==> src/rtl/decim_filt_tap_1.sv <==
// rtl/decim_filt_tap_1.sv - single-MAC polyphase decimation filter tap
// Optional rounding before the output shift: define DECIM_FILT_ROUND_EN.
module decim_filt_tap_1 #(
    parameter int DATA_WIDTH      = 6,
    parameter int TAP_COEFF_WIDTH = 6,
    parameter int DECIM_FACTOR    = 4
) (
    input  logic                               clk,
    input  logic                               rst,
    input  logic signed [DATA_WIDTH-1:0]       in,
    input  logic                               in_valid,
    output logic                               in_ready,
    output logic signed [DATA_WIDTH-1:0]       out,
    output logic                               out_valid,
    input  logic                               out_ready,
    input  logic                               coeff_wr_en,
    input  logic [$clog2(DECIM_FACTOR)-1:0]    coeff_wr_addr,
    input  logic signed [TAP_COEFF_WIDTH-1:0]  coeff_wr_data
);
    localparam int PW  = DATA_WIDTH + TAP_COEFF_WIDTH;
    localparam int PHW = $clog2(DECIM_FACTOR);
    localparam int AW  = PW + PHW;

    localparam logic signed [TAP_COEFF_WIDTH-1:0] COEFF_RST = TAP_COEFF_WIDTH'((2 ** (TAP_COEFF_WIDTH - 1)) - 1);
    localparam logic signed [AW-1:0] OUT_MAX = AW'((2 ** (DATA_WIDTH - 1)) - 1);
    localparam logic signed [AW-1:0] OUT_MIN = AW'(-(2 ** (DATA_WIDTH - 1)));
    localparam logic [PHW-1:0]       LAST_PHASE = PHW'(DECIM_FACTOR - 1);

    logic signed [TAP_COEFF_WIDTH-1:0] coeff [DECIM_FACTOR];
    logic [PHW-1:0]                    phase;
    logic signed [AW-1:0]              acc;

    logic signed [PW-1:0]         in_ext;
    logic signed [PW-1:0]         coeff_ext;
    logic signed [PW-1:0]         product;
    logic signed [AW-1:0]         sum;
    logic signed [AW-1:0]         scaled;
    logic signed [DATA_WIDTH-1:0] sat_val;
    logic                         last;
    logic                         accept;
    logic                         addr_ok;

    assign last     = (phase == LAST_PHASE);
    // Only the block-closing sample can collide with an unconsumed result.
    assign in_ready = !(last && out_valid && !out_ready);
    assign accept   = in_valid && in_ready;
    assign addr_ok  = ({1'b0, coeff_wr_addr} < (PHW + 1)'(DECIM_FACTOR));

    assign in_ext    = PW'(in);
    assign coeff_ext = PW'(coeff[phase]);
    assign product   = in_ext * coeff_ext;
    assign sum       = acc + AW'(product);

    always_comb begin
`ifdef DECIM_FILT_ROUND_EN
        scaled = (sum + AW'(2 ** (TAP_COEFF_WIDTH - 2))) >>> (TAP_COEFF_WIDTH - 1);
`else
        scaled = sum >>> (TAP_COEFF_WIDTH - 1);
`endif
        if (scaled > OUT_MAX) begin
            sat_val = DATA_WIDTH'(OUT_MAX);
        end else if (scaled < OUT_MIN) begin
            sat_val = DATA_WIDTH'(OUT_MIN);
        end else begin
            sat_val = DATA_WIDTH'(scaled);
        end
    end

    always_ff @(posedge clk or negedge rst) begin
        if (!rst) begin
            phase     <= '0;
            acc       <= '0;
            out       <= '0;
            out_valid <= 1'b0;
            for (int i = 0; i < DECIM_FACTOR; i++) begin
                coeff[i] <= COEFF_RST;
            end
        end else begin
            // The product above reads the pre-edge coefficient, so a same-cycle write is not seen.
            if (coeff_wr_en && addr_ok) begin
                coeff[coeff_wr_addr] <= coeff_wr_data;
            end
            if (out_valid && out_ready) begin
                out_valid <= 1'b0;
            end
            if (accept) begin
                if (last) begin
                    out       <= sat_val;
                    out_valid <= 1'b1;
                    acc       <= '0;
                    phase     <= '0;
                end else begin
                    acc   <= sum;
                    phase <= phase + 1'b1;
                end
            end
        end
    end
endmodule
==> config.mk <==
export PLATFORM = sky130hd
export DESIGN_NAME = decim_filt_tap_1
export DESIGN_NICKNAME = d
export VERILOG_FILES = /design/src/rtl/decim_filt_tap_1.sv
export SDC_FILE = /design/constraint.sdc
export NUM_CORES = 1
export LEC_CHECK = 0
export ABC_AREA = 0
export BUFFER_PORTS_ARGS = -buffer_cell sky130_fd_sc_hd__buf_2
export CAP_MARGIN = 20
export CORE_MARGIN = 10
export CORE_UTILIZATION = 50
export DETAILED_ROUTE_END_ITERATION = 12
export PLACE_DENSITY = 0.66
export SLEW_MARGIN = 5
export SYNTH_ARGS = -nofsm -noshare
export SYNTH_HDL_FRONTEND = slang
export SYNTH_SLANG_ARGS = --single-unit
==> constraint.sdc <==
create_clock -name clk -period 6.9 [get_ports clk]
set_input_delay 1.38 -clock clk [delete_from_list [all_inputs] [get_ports clk]]
set_output_delay 1.38 -clock clk [all_outputs]
set_load 0.01 [all_outputs]
==> summary.md <==
| Metric | Value |
|---|---|
| Status | finished, final reports clean |
| DR vias/cell | 5.242 |
| Dominant synthesized flop cell | dfrtp_1 |
| Stages on the worst setup path | 18 |
| Initial Util | 0.5222 |
| Distinct cells, synth | 42 |
| WL final | 7971 um |
| DP HPWL | 6547 um |
| CP Buf/Inv Count | 5 |
| Final #Nets | 513 |
| GPL Wtd Cong | 0.7987 |
| Total via count in the routed design | 2747 |
| Final setup vio count | 0 |
| Worst Skew | 0.01160 ns |
| Top Ports | 27 |
| Setup crit end kind | register |
| Post-Synth Adder-Cell Area | 0.2944 |
| Final WS setup | 0.8726 ns |
| Synth area leaders | fa_1, dfrtp_1, dfstp_2 |
| Worst-path maximum fanout | 9 |
| Max-slew violations | 0 |
| Largest family of logic cells by synthesized area | adder cells |
| Post-synthesis compound-gate area fraction | 0.09527 |
| Worst EP arrival | 6.26 ns |
| Global route total overflow | 0 |
| Max-cap violations | 0 |
| Resized Gates After CTS | 0 |
| Cell Area, Synth | 4098 um^2 |
| TritonCTS Sinks | 47 |
| Final setup TNS | 0 ns |
| Syn-to-layout area delta | 8.672% |
| Synth async-reset ratio | 1.000 |
| Clock Path Buffers | 2 |
| CTS tree | done |
| Pre-Repair DR Iteration Count | 4 |
| Global-route wire length before repair | 14230 um |
| Post-Syn Area per Cell | 10.45 um^2 |
| Hold buffers post-CTS | 0 |
| Clk Latency, worst-skew pair | 0.31 ns |
| Gr usage total | 0.1364 |
| WL/cell | 15.21 um |
| Yosys top cell area share | 0.1905 |
| Cells after Synth | 392 |
| Ant diodes | 0 |
| Largest net degree at the start of global routing | 48 |
| Critical path's top delay family | adder cells |
| Number of synthesized register bits | 47 |
| Slowest stage delay, CP | 0.66 ns |
| Post-synth EDFFs | 0 |
| Xor/xnor share of the synthesized area | 0.02137 |
| Hold path depth | 2 |
| Worst-Margin Slew | 1.064 ns |
| Utilization after layout | 0.5674 |
| Setup Buffers After CTS | 0 |
| # rows | 32 |
| Port Buf Inserts | 26 |
| Worst R2R Path Depth | 18 |
| Die W | 110.5 um |
| Unrepaired setup endpoints after global routing | false |
| Total CTS buffers | 5 |
| H-tree levels | 2 |
| Worst endpoint required time | 7.13 ns |
| Slowest cell on crit path | mux4_2 |
| Core area | 7848 um^2 |
| Clock transition at path regs | 0.10 ns |
| Chip height | 110.5 um |
| Mux contribution to synthesized area | 0.1044 |
| Initial antenna violation count | 0 |
| Sequential area share after synthesis | 0.2931 |
| Crit path kind | register to register |
| Syn nets | 484 |
| Initial DRC Count | 128 |
| YS warnings | 0 |
| Crit path launch type | register |
| Layout cells sized above 1 | 0.2180 |
| CTS root buf | clkbuf_8 |
| Worst Hold Class | register to register |
| Post-Synth Simple-Gate Area | 0.1090 |
| Slew margin rel. | 0.2892 |
| Fin crit period | 6.027 ns |
| Remaining DRCs | 0 |
| Critical Path, Cell by Cell | mux4_2, nand2_1, inv_1, fa_1, inv_1, fa_1, inv_1, fa_1, inv_1, fa_1, inv_1, ha_1, a2111o_1, o21a_1, o311a_4, nor4_4, a22oi_1, o21ai_0 |
| Largest area contributor in the netlist | fa_1 |
| ANT nets after route | 0 |
| Fmax | 0.1659 GHz |
| Post-route clock period utilization | 0.8735 |
| Count of final hold-check violations | 0 |
| Worst slack, placed | 0.7116 ns |
| Most used cell, CP | inv_1 |
| Die Area | 12220 um^2 |
| Number of global-route vias before repair | 2985 |
[kinds of logic after synthesis]
family	count (synthesis)
adders and majority gates	73
DFF	47
muxes	32
AOI/OAI and AO/OA	53
buffers and inverters	90
and+or+nand+nor	87
xor gates and xnor gates	10
[worst register-to-register path, delay by kind of cell, from the launching register on]
family | cells | cell delay [ns]
AOI/OAI and AO/OA | 5 | 1.22
adders and majority gates | 5 | 2.48
buffers and inverters | 5 | 0.38
DFF | 1 | 0.65
muxes | 1 | 0.66
and+or+nand+nor | 2 | 0.56
[routing by layer]
metal  up-vias  wire, um  global-route usage
li1       1336         -                   -
met5         -         0                   0
met2        52      3633              0.2085
met1      1351      3963              0.1921
met3         8       285             0.02701
met4         0        89             0.03368
[Yosys cell counts, types with 7 or more instances]
master    count
nand3b_1      7
dfrtp_1      27
ha_1         34
inv_1        85
dfstp_2      20
nand2_1      30
mux2_2       26
fa_1         39
and2_1       15
o21ai_0      15
xnor2_1       9
nor2_1       19
[sequential cells by signal (all words and copies together) (netlist names)]
register / count
acc: 14
coeff: 24
phase: 2
out: 6
out_valid: 1
[through the flow]
stage                     hold WS [ns]  std cells  instance area (um^2)
final                           0.4870        524                  4453
after global routing            0.5184        524                  4453
after CTS                       0.4968        523                  4433
after detailed placement        0.4750        515                  4337
after global placement          0.4569        515                  4337
after floorplan                 0.4453        392                  4098
[cell type report]
cell class,count,area [um^2]
clock buffers,6,82.58
clock inverters,2,13.76
fillers,704,3395
inverters,85,319.1
multi-input cells,255,2559
flip-flops and latches,47,1201
well taps,102,127.6
repair buffers,27,150.1
[worst paths after layout]
| path | from | to | slack [ns] |
|---|---|---|---|
| worst max-delay path | phase[0]$_DFFE_PN0P_ | out[1]$_DFFE_PN0P_ | 0.87 |
| worst min-delay path | acc[0]$_DFFE_PN0P_ | acc[0]$_DFFE_PN0P_ | 0.49 |
| worst max register to register | phase[0]$_DFFE_PN0P_ | out[1]$_DFFE_PN0P_ | 0.87 |
| worst min register to register | acc[0]$_DFFE_PN0P_ | acc[0]$_DFFE_PN0P_ | 0.49 |
| max in group asynchronous | rst | coeff[6]$_DFFE_PN1P_ | 5.29 |
| min in group asynchronous | rst | acc[3]$_DFFE_PN0P_ | 1.02 |
[cell usage in the layout, fill, tap and decap left out, types with 2 or more instances in the layout]
cell type  instances
inv_1             85
fa_1              39
ha_1              34
nand2_1           30
dfrtp_1           27
mux2_2            26
buf_2             26
dfstp_2           20
nor2_1            19
and2_1            15
o21ai_0           15
xnor2_1            9
nand3b_1           7
mux4_2             6
a22o_1             6
clkbuf_8           6
a22oi_1            5
nand3_1            4
o21a_1             4
nand2b_1           3
a211oi_1           3
a21oi_1            3
a21o_1             3
o31ai_1            2
nor4_1             2
o21ai_1            2
nor3b_1            2
Power is not shown: default switching activity piles up to over one toggle a cycle in this logic, so the estimate is an artifact.
